==> src/rtl/image_pkg.sv <==
// Shared definitions for the image reader: FSM state encoding, default geometry
// and the test-pattern pixel packing helper.
package image_pkg;

    typedef enum logic [1:0] {
        IDLE  = 2'd0,
        READ  = 2'd1,
        DRAIN = 2'd2
    } state_t;

    localparam int DEF_PIXEL_WIDTH = 24;
    localparam int DEF_ADDR_BITS   = 16;
    localparam int DEF_IMG_W       = 256;
    localparam int DEF_IMG_H       = 256;

    // Synthetic pixel: column, line and frame number packed into one 24-bit word.
    function automatic logic [23:0] pattern_word(input logic [7:0] x,
                                                 input logic [7:0] y,
                                                 input logic [7:0] frame);
        return {x, y, frame};
    endfunction

endpackage

==> src/rtl/image_scan_counter.sv <==
// Raster scan position for the image reader: column/line counters, the linear
// memory address and the end-of-line / end-of-frame flags.
module image_scan_counter #(
    parameter int ADDR_BITS = 16,
    parameter int IMG_W     = 256,
    parameter int IMG_H     = 256
) (
    input  logic                 clk,
    input  logic                 reset,
    input  logic                 clear,
    input  logic                 advance,
    output logic [ADDR_BITS-1:0] x,
    output logic [ADDR_BITS-1:0] y,
    output logic [ADDR_BITS-1:0] addr,
    output logic                 x_last,
    output logic                 frame_last
);

    localparam logic [ADDR_BITS-1:0] X_MAX = ADDR_BITS'(IMG_W - 1);
    localparam logic [ADDR_BITS-1:0] Y_MAX = ADDR_BITS'(IMG_H - 1);

    assign x_last     = (x == X_MAX);
    assign frame_last = x_last && (y == Y_MAX);

    // The final position is held so the address never runs past the frame.
    always_ff @(posedge clk) begin
        if (reset || clear) begin
            x    <= '0;
            y    <= '0;
            addr <= '0;
        end else if (advance && !frame_last) begin
            addr <= addr + 1'b1;
            if (x_last) begin
                x <= '0;
                y <= y + 1'b1;
            end else begin
                x <= x + 1'b1;
            end
        end
    end

endmodule

==> src/rtl/image_reader.sv <==
// Streams one frame from a combinational-read image memory over a valid/ready
// interface. Define IMAGE_READER_TEST_PATTERN_EN to emit a synthetic x/y/frame pattern.
module image_reader
    import image_pkg::*;
#(
    parameter int PIXEL_WIDTH = DEF_PIXEL_WIDTH,
    parameter int ADDR_BITS   = DEF_ADDR_BITS,
    parameter int IMG_W       = DEF_IMG_W,
    parameter int IMG_H       = DEF_IMG_H
) (
    input  logic                   clk,
    input  logic                   reset,
    input  logic                   start,
    output logic                   busy,
    output logic                   done,
    output logic [ADDR_BITS-1:0]   mem_addr,
    input  logic [PIXEL_WIDTH-1:0] mem_data,
    output logic [PIXEL_WIDTH-1:0] out_data,
    output logic                   out_valid,
    input  logic                   out_ready,
    output logic                   out_sof,
    output logic                   out_eol,
    output logic                   out_eof
);

    state_t                 state, state_next;
    logic                   load;
    logic                   accept;
    logic                   clear;
    logic [ADDR_BITS-1:0]   x, y;
    logic                   x_last, frame_last, first;
    logic [PIXEL_WIDTH-1:0] pixel;

    image_scan_counter #(
        .ADDR_BITS (ADDR_BITS),
        .IMG_W     (IMG_W),
        .IMG_H     (IMG_H)
    ) u_scan (
        .clk        (clk),
        .reset      (reset),
        .clear      (clear),
        .advance    (load),
        .x          (x),
        .y          (y),
        .addr       (mem_addr),
        .x_last     (x_last),
        .frame_last (frame_last)
    );

    assign accept = out_valid && out_ready;
    assign first  = (x == '0) && (y == '0);
    assign busy   = (state != IDLE);

`ifdef IMAGE_READER_TEST_PATTERN_EN
    logic [7:0] frame_cnt;

    always_ff @(posedge clk) begin
        if (reset) begin
            frame_cnt <= '0;
        end else if (state == DRAIN && accept) begin
            frame_cnt <= frame_cnt + 8'd1;
        end
    end

    assign pixel = PIXEL_WIDTH'(pattern_word(8'(x), 8'(y), frame_cnt));
`else
    assign pixel = mem_data;
`endif

    always_ff @(posedge clk) begin
        if (reset) begin
            state <= IDLE;
        end else begin
            state <= state_next;
        end
    end

    // Counters are parked at zero while idle and cleared as the last pixel leaves.
    always_comb begin
        state_next = state;
        load       = 1'b0;
        clear      = 1'b0;
        case (state)
            IDLE: begin
                clear = 1'b1;
                if (start) begin
                    state_next = READ;
                end
            end
            READ: begin
                load = !out_valid || out_ready;
                if (load && frame_last) begin
                    state_next = DRAIN;
                end
            end
            DRAIN: begin
                if (accept) begin
                    clear      = 1'b1;
                    state_next = IDLE;
                end
            end
            default: state_next = IDLE;
        endcase
    end

    always_ff @(posedge clk) begin
        if (reset) begin
            done      <= 1'b0;
            out_valid <= 1'b0;
            out_data  <= '0;
            out_sof   <= 1'b0;
            out_eol   <= 1'b0;
            out_eof   <= 1'b0;
        end else begin
            done <= (state == DRAIN) && accept;
            if (load) begin
                out_valid <= 1'b1;
                out_data  <= pixel;
                out_sof   <= first;
                out_eol   <= x_last;
                out_eof   <= frame_last;
            end else if (accept) begin
                out_valid <= 1'b0;
                out_sof   <= 1'b0;
                out_eol   <= 1'b0;
                out_eof   <= 1'b0;
            end
        end
    end

endmodule
==> config.mk <==
export PLATFORM = sky130hd
export DESIGN_NAME = image_reader
export DESIGN_NICKNAME = d
export VERILOG_FILES = /design/src/rtl/image_pkg.sv /design/src/rtl/image_scan_counter.sv /design/src/rtl/image_reader.sv
export SDC_FILE = /design/constraint.sdc
export NUM_CORES = 1
export LEC_CHECK = 0
export CAP_MARGIN = 20
export CORE_MARGIN = 2
export CORE_UTILIZATION = 39
export DETAILED_ROUTE_END_ITERATION = 7
export PLACE_DENSITY_LB_ADDON = 0.12
export SLEW_MARGIN = 20
export SYNTH_ARGS = -nofsm -noshare
export SYNTH_HDL_FRONTEND = slang
export SYNTH_SLANG_ARGS = --single-unit
==> constraint.sdc <==
create_clock -name clk -period 2.7 [get_ports clk]
set_clock_uncertainty 0.05 [all_clocks]
set_input_delay 0.54 -clock clk [delete_from_list [all_inputs] [get_ports clk]]
set_output_delay 0.54 -clock clk [all_outputs]
set_load 0.02 [all_outputs]
# == Word level (Yosys, flattened, before mapping) ==
# Cells that the tools add are included.
# Widths: inputs -> output; s select.
# word_totals
ff_bits,79
out_inout_bits,46
word_cells,50
# op_classes
addsub,3
n_eq_ne,7
mux,13
reduce_logical,17
# op_table
operator,count
$add 16x1->16 const B,3
$eq 16x8->1 const B,2
$logic_not 16->1,2
$mux 16,1
$mux 1,7
$logic_and 1x1->1,6
$mux 2,3
$ne 2x2->1 const B,3
$pmux 2 s3,1
$reduce_bool 2->1,2
$reduce_and 3->1,1
$eq 2x1->1 const B,1
$eq 2x2->1 const B,1
$logic_not 1->1,2
$logic_not 2->1,1
$logic_or 1x1->1,2
$pmux 1 s2,1
$reduce_and 2->1,1

# == Depth between registers and ports, before layout ==
# depth
word_depth,5
mapped_depth,8

# == Cells and area by module ==
# A second synthesis with hierarchy kept.
# hier_totals
cells_unflattened,476
area_unflattened_um2,3930.0
# modules_own_cells
mod,instances,cells_per_inst,area_each_um2,seq_area_each_um2
image_scan_counter,1,327,2755.1,960.9
image_reader,1,149,1174.9,620.6

# == Worst setup path after synthesis ==
# No wires, ideal clock.
# synth_timing
path_kind,register to register
from,register u_scan.x[12]
to,register u_scan.addr[1]
setup_ns,0.128
t_arrival_ns,2.110
path_slack_ns,0.412
stages_incl_launch_ff,8
period_less_slack_ns,2.288
path_cell_list,dfxtp_1 > or4_4 > or4_1 > buf_2 > o21ai_4 > buf_6 > mux2i_1 > nor2_1
# synth_between
elab_chain_cells,4
# synth_lines
element,line,source
start: declaration,image_scan_counter.sv:12,"output logic [ADDR_BITS-1:0] x,"
start signal: assignment,image_scan_counter.sv:37,x <= x + 1'b1;
$eq 16x8->1,image_scan_counter.sv:22,assign x_last = (x == X_MAX);
$logic_and 1x1->1,image_scan_counter.sv:23,assign frame_last = x_last && (y == Y_MAX);
$logic_not 1->1,image_scan_counter.sv:31,end else if (advance && !frame_last) begin
$logic_and 1x1->1,image_scan_counter.sv:31,
end signal: assignment,image_scan_counter.sv:32,addr <= addr + 1'b1;
end: declaration,image_scan_counter.sv:14,"output logic [ADDR_BITS-1:0] addr,"
# Every way passes these cells.
# A chain may end at the register's enable or synchronous reset.

# == Worst setup path in the final report ==
# layout_timing
from,register u_scan.x[12]
to,register u_scan.x[8]
# layout_between
elab_chain_cells,4
word_cells_on_any_way,5
# layout_lines
element,line
$eq 16x8->1 *,image_scan_counter.sv:22
$logic_and 1x1->1,image_scan_counter.sv:23
$logic_not 1->1,image_scan_counter.sv:31
$logic_and 1x1->1,image_scan_counter.sv:31
# Mark *: on every way between the ends. The rest lies on a longest branch, timed or not.

==> metrics.csv <==
stage,metric,value,unit
timing,Tmin final,2.501,ns
timing,Setup TNS Final,0,ns
global_route,global-route wire length before repair,14.96,mm
setup_path,R2R depth,6,
route,initial DRC count,149,
placement,DP Wirelength,6.335,mm
setup_path,RR Endpoint,u_scan.x[8],
synth,sequential fraction of the synthesis area,44.79,%
layout,multi-input combinational cell area,0.001839,mm^2
synth,post-synth top area share,44.79,%
floorplan,CORE AREA,0.008763,mm^2
placement,placer's final routability congestion estimate,0.7916,
layout,synthesis-to-finish area growth,33.56,%
synth,Synth area leader,dfxtp_1,
global_route,gr ovfl total,0,
global_route,initial antenna violation count,0,
floorplan,# IOs,74,
route,Detailed Routing Iterations Pass 1,4,
setup_path,Crit path required time,2.88,ns
floorplan,die height,99.15,um
layout,# nets final,542,
floorplan,Die Width,99.15,um
setup_path,worst-path fanout max,13,
layout,share of layout cells above drive strength 1,8.366,%
synth,"top cells by count, synth","dfxtp_1 (79), nand2_1 (75), a21oi_1 (56)",
clock_network,Max Buffers Root-to-Sink,2,
power_and_ir_drop,pwr dens,557.3,mW/mm^2
timing,worst slew pin tran,0.5412,ns
synth,yosys warns,0,
setup_path,FF-to-FF setup slack,0.20,ns
setup_path,Critical Path Sink Type,flip-flop,
global_route,Tot GR Track Use,18.53,%
layout,Sequential Area,0.001582,mm^2
layout,final instance area,0.004716,mm^2
layout,Finished Core Util,53.81,%
synth,synthesized cell area,0.003531,mm^2
min_path,Hold Crit Depth,2,
placement,"Cell Area, Placed",0.004428,mm^2
timing,fmax,0.3998,GHz
layout,fillers,839,
clock_network,CTS Buf Count,9,
clock_network,post-cts resize count,0,
setup_path,beginning of the critical path,u_scan.x[12],
clock_network,CTS tree,yes,
timing,RSZ-0062 raised after global routing,no,
route,final wirelength,9.036,mm
placement,IO buf count,73,
global_route,pin count of the biggest net entering global routing,29,
floorplan,row count,34,
timing,Worst slew margin,63.92,%
synth,Async SR Flop Fraction,0,%
route,vias per inst,5.352,
setup_path,Critical R2R Launch,u_scan.x[12],
run,Max Cap Viol,0,
route,DR WL/cell,14.53,um
clock_network,clock sinks,79,
timing,Slew Limit Fails,0,
min_path,hold endpoint,out_sof,
synth,"count leader, synth",dfxtp_1,
floorplan,Initial Util,40.29,%
synth,mean post-synth cell area,8.250,um^2
synth,post-synth net total,461,
timing,"Hold Vio Cnt, Final",0,
route,Vias,3329,
min_path,Hold Startpoint,out_sof,
global_route,vias in the first global route,3147,
floorplan,Die ar.,0.009831,mm^2
min_path,worst min-delay path category,flip-flop to flip-flop,
power_and_ir_drop,total power after layout,2.628,mW
synth,synth unique cells,38,
route,post-route ant nets,0,
power_and_ir_drop,worst vdd ir,0.2870,mV
setup_path,Worst setup SP type,flip-flop,
status,status,completed,
synth,"EDFF count, synth",0,
layout,antenna cells,0,
clock_network,clock slew at reported path FFs,0.07,ns
synth,#FFs+latches synth,79,
clock_network,H-Tree Level Count,3,
setup_path,Worst EP arrival,2.68,ns
synth,synthesized instance count,428,
clock_network,clk_lat worst skew,0.34,ns
timing,Tcrit/Tclk final,92.64,%
synth,Main synth FF type,dfxtp_1,
synth,synth top area cells,"dfxtp_1 (45%), nand2_1 (8.0%), a21oi_1 (7.9%)",
clock_network,post-CTS setup buffers,0,
power_and_ir_drop,Leakage,1.588,nW
clock_network,hold buffers post-CTS,0,
route,DRC,0,
clock_network,clock root cell,clkbuf_8,
setup_path,CP Class,flip-flop to flip-flop,
timing,final setup vio count,0,
power by group:
group / switching (mW) / total (mW) / internal (mW)
logic: 0.123 / 0.232 / 0.108
registers: 0.0149 / 1.20 / 1.19
clock network: 0.433 / 1.19 / 0.759
total: 0.571 / 2.63 / 2.06
flip-flops by register name (all words and copies together) (netlist names), 2 cells and up:
| name | cells |
|---|---|
| state | 2 |
| u_scan.x | 16 |
| u_scan.addr | 16 |
| u_scan.y | 16 |
| out_data | 24 |
metal layers:
metal / wire (um) / track usage [%] / part of all wire (%)
met5: 0 / 0 / 0
met4: 101 / 5.796 / 1.1
met3: 407 / 3.303 / 4.5
met2: 4246 / 29.63 / 47
met1: 4281 / 25.58 / 47
how the worst max path moves through the flow:
stage,endpoint,slack [ns],cells after the start
6_report,u_scan.x[8],0.20,6
2_1_floorplan,u_scan.addr[1],0.41,7
5_1_grt,u_scan.x[6],0.06,6
3_3_place_gp,u_scan.addr[14],0.16,6
4_1_cts,u_scan.addr[14],0.12,6
3_5_place_dp,u_scan.addr[4],0.13,6
through the flow:
step                setup slack [ns]  instances  hold slack, ns
floorplan                     0.4119        428          0.4083
finish                        0.1988        622          0.4057
global route                 0.06047        622          0.4202
detailed placement            0.1270        605          0.3980
CTS                           0.1248        621          0.4093
global placement              0.1568        605          0.3908
critical path, stage by stage, from the launching register on:
cell and delay, ns:
dfxtp_1 0.33, or4_4 0.56, or4_1 0.65, buf_4 0.25
o211ai_1 0.34, or3_1 0.16, a21oi_1 0.06
area by class of cell:
type / count / share of cell area (%)
multi-input cells: 323 / 39.00
well taps: 108 / 2.865
inverters: 6 / 0.4776
repair buffers: 90 / 18.20
clock inverters: 5 / 2.706
clock buffers: 11 / 3.210
flip-flops and latches: 79 / 33.54
placed cells by master (no fill, tap or decap), types with 2 or more instances in the layout:
cell,n
a21oi_1,56
and2_1,3
and3_1,7
and4_1,3
buf_4,17
bufinv_16,4
clkbuf_8,11
clkdlybuf4s50_1,73
dfxtp_1,79
ha_1,5
inv_1,6
mux2i_1,2
nand2_1,75
nand2b_1,3
nand3_1,13
nand4_1,16
nor2_1,26
nor2b_1,2
nor3_1,9
nor4_1,5
o2111ai_1,3
o211ai_1,7
o21ai_0,9
o21ai_1,5
o31ai_1,13
or2_2,2
or3_1,14
or4_1,17
or4_4,2
xnor2_1,2
xor2_1,14
logic make-up after synthesis:
logic type | after synthesis | synth area share [%]
AO/OA/AOI/OAI | 99 | 16.66
buffers and inverters | 27 | 3.437
multiplexers | 2 | 0.5670
flip-flops | 79 | 44.79
AND/OR/NAND/NOR | 200 | 28.81
adder cells (fa/ha/maj) | 5 | 1.772
XOR/XNOR | 16 | 3.969
No activity file was read; power rests on OpenSTA's default activity.
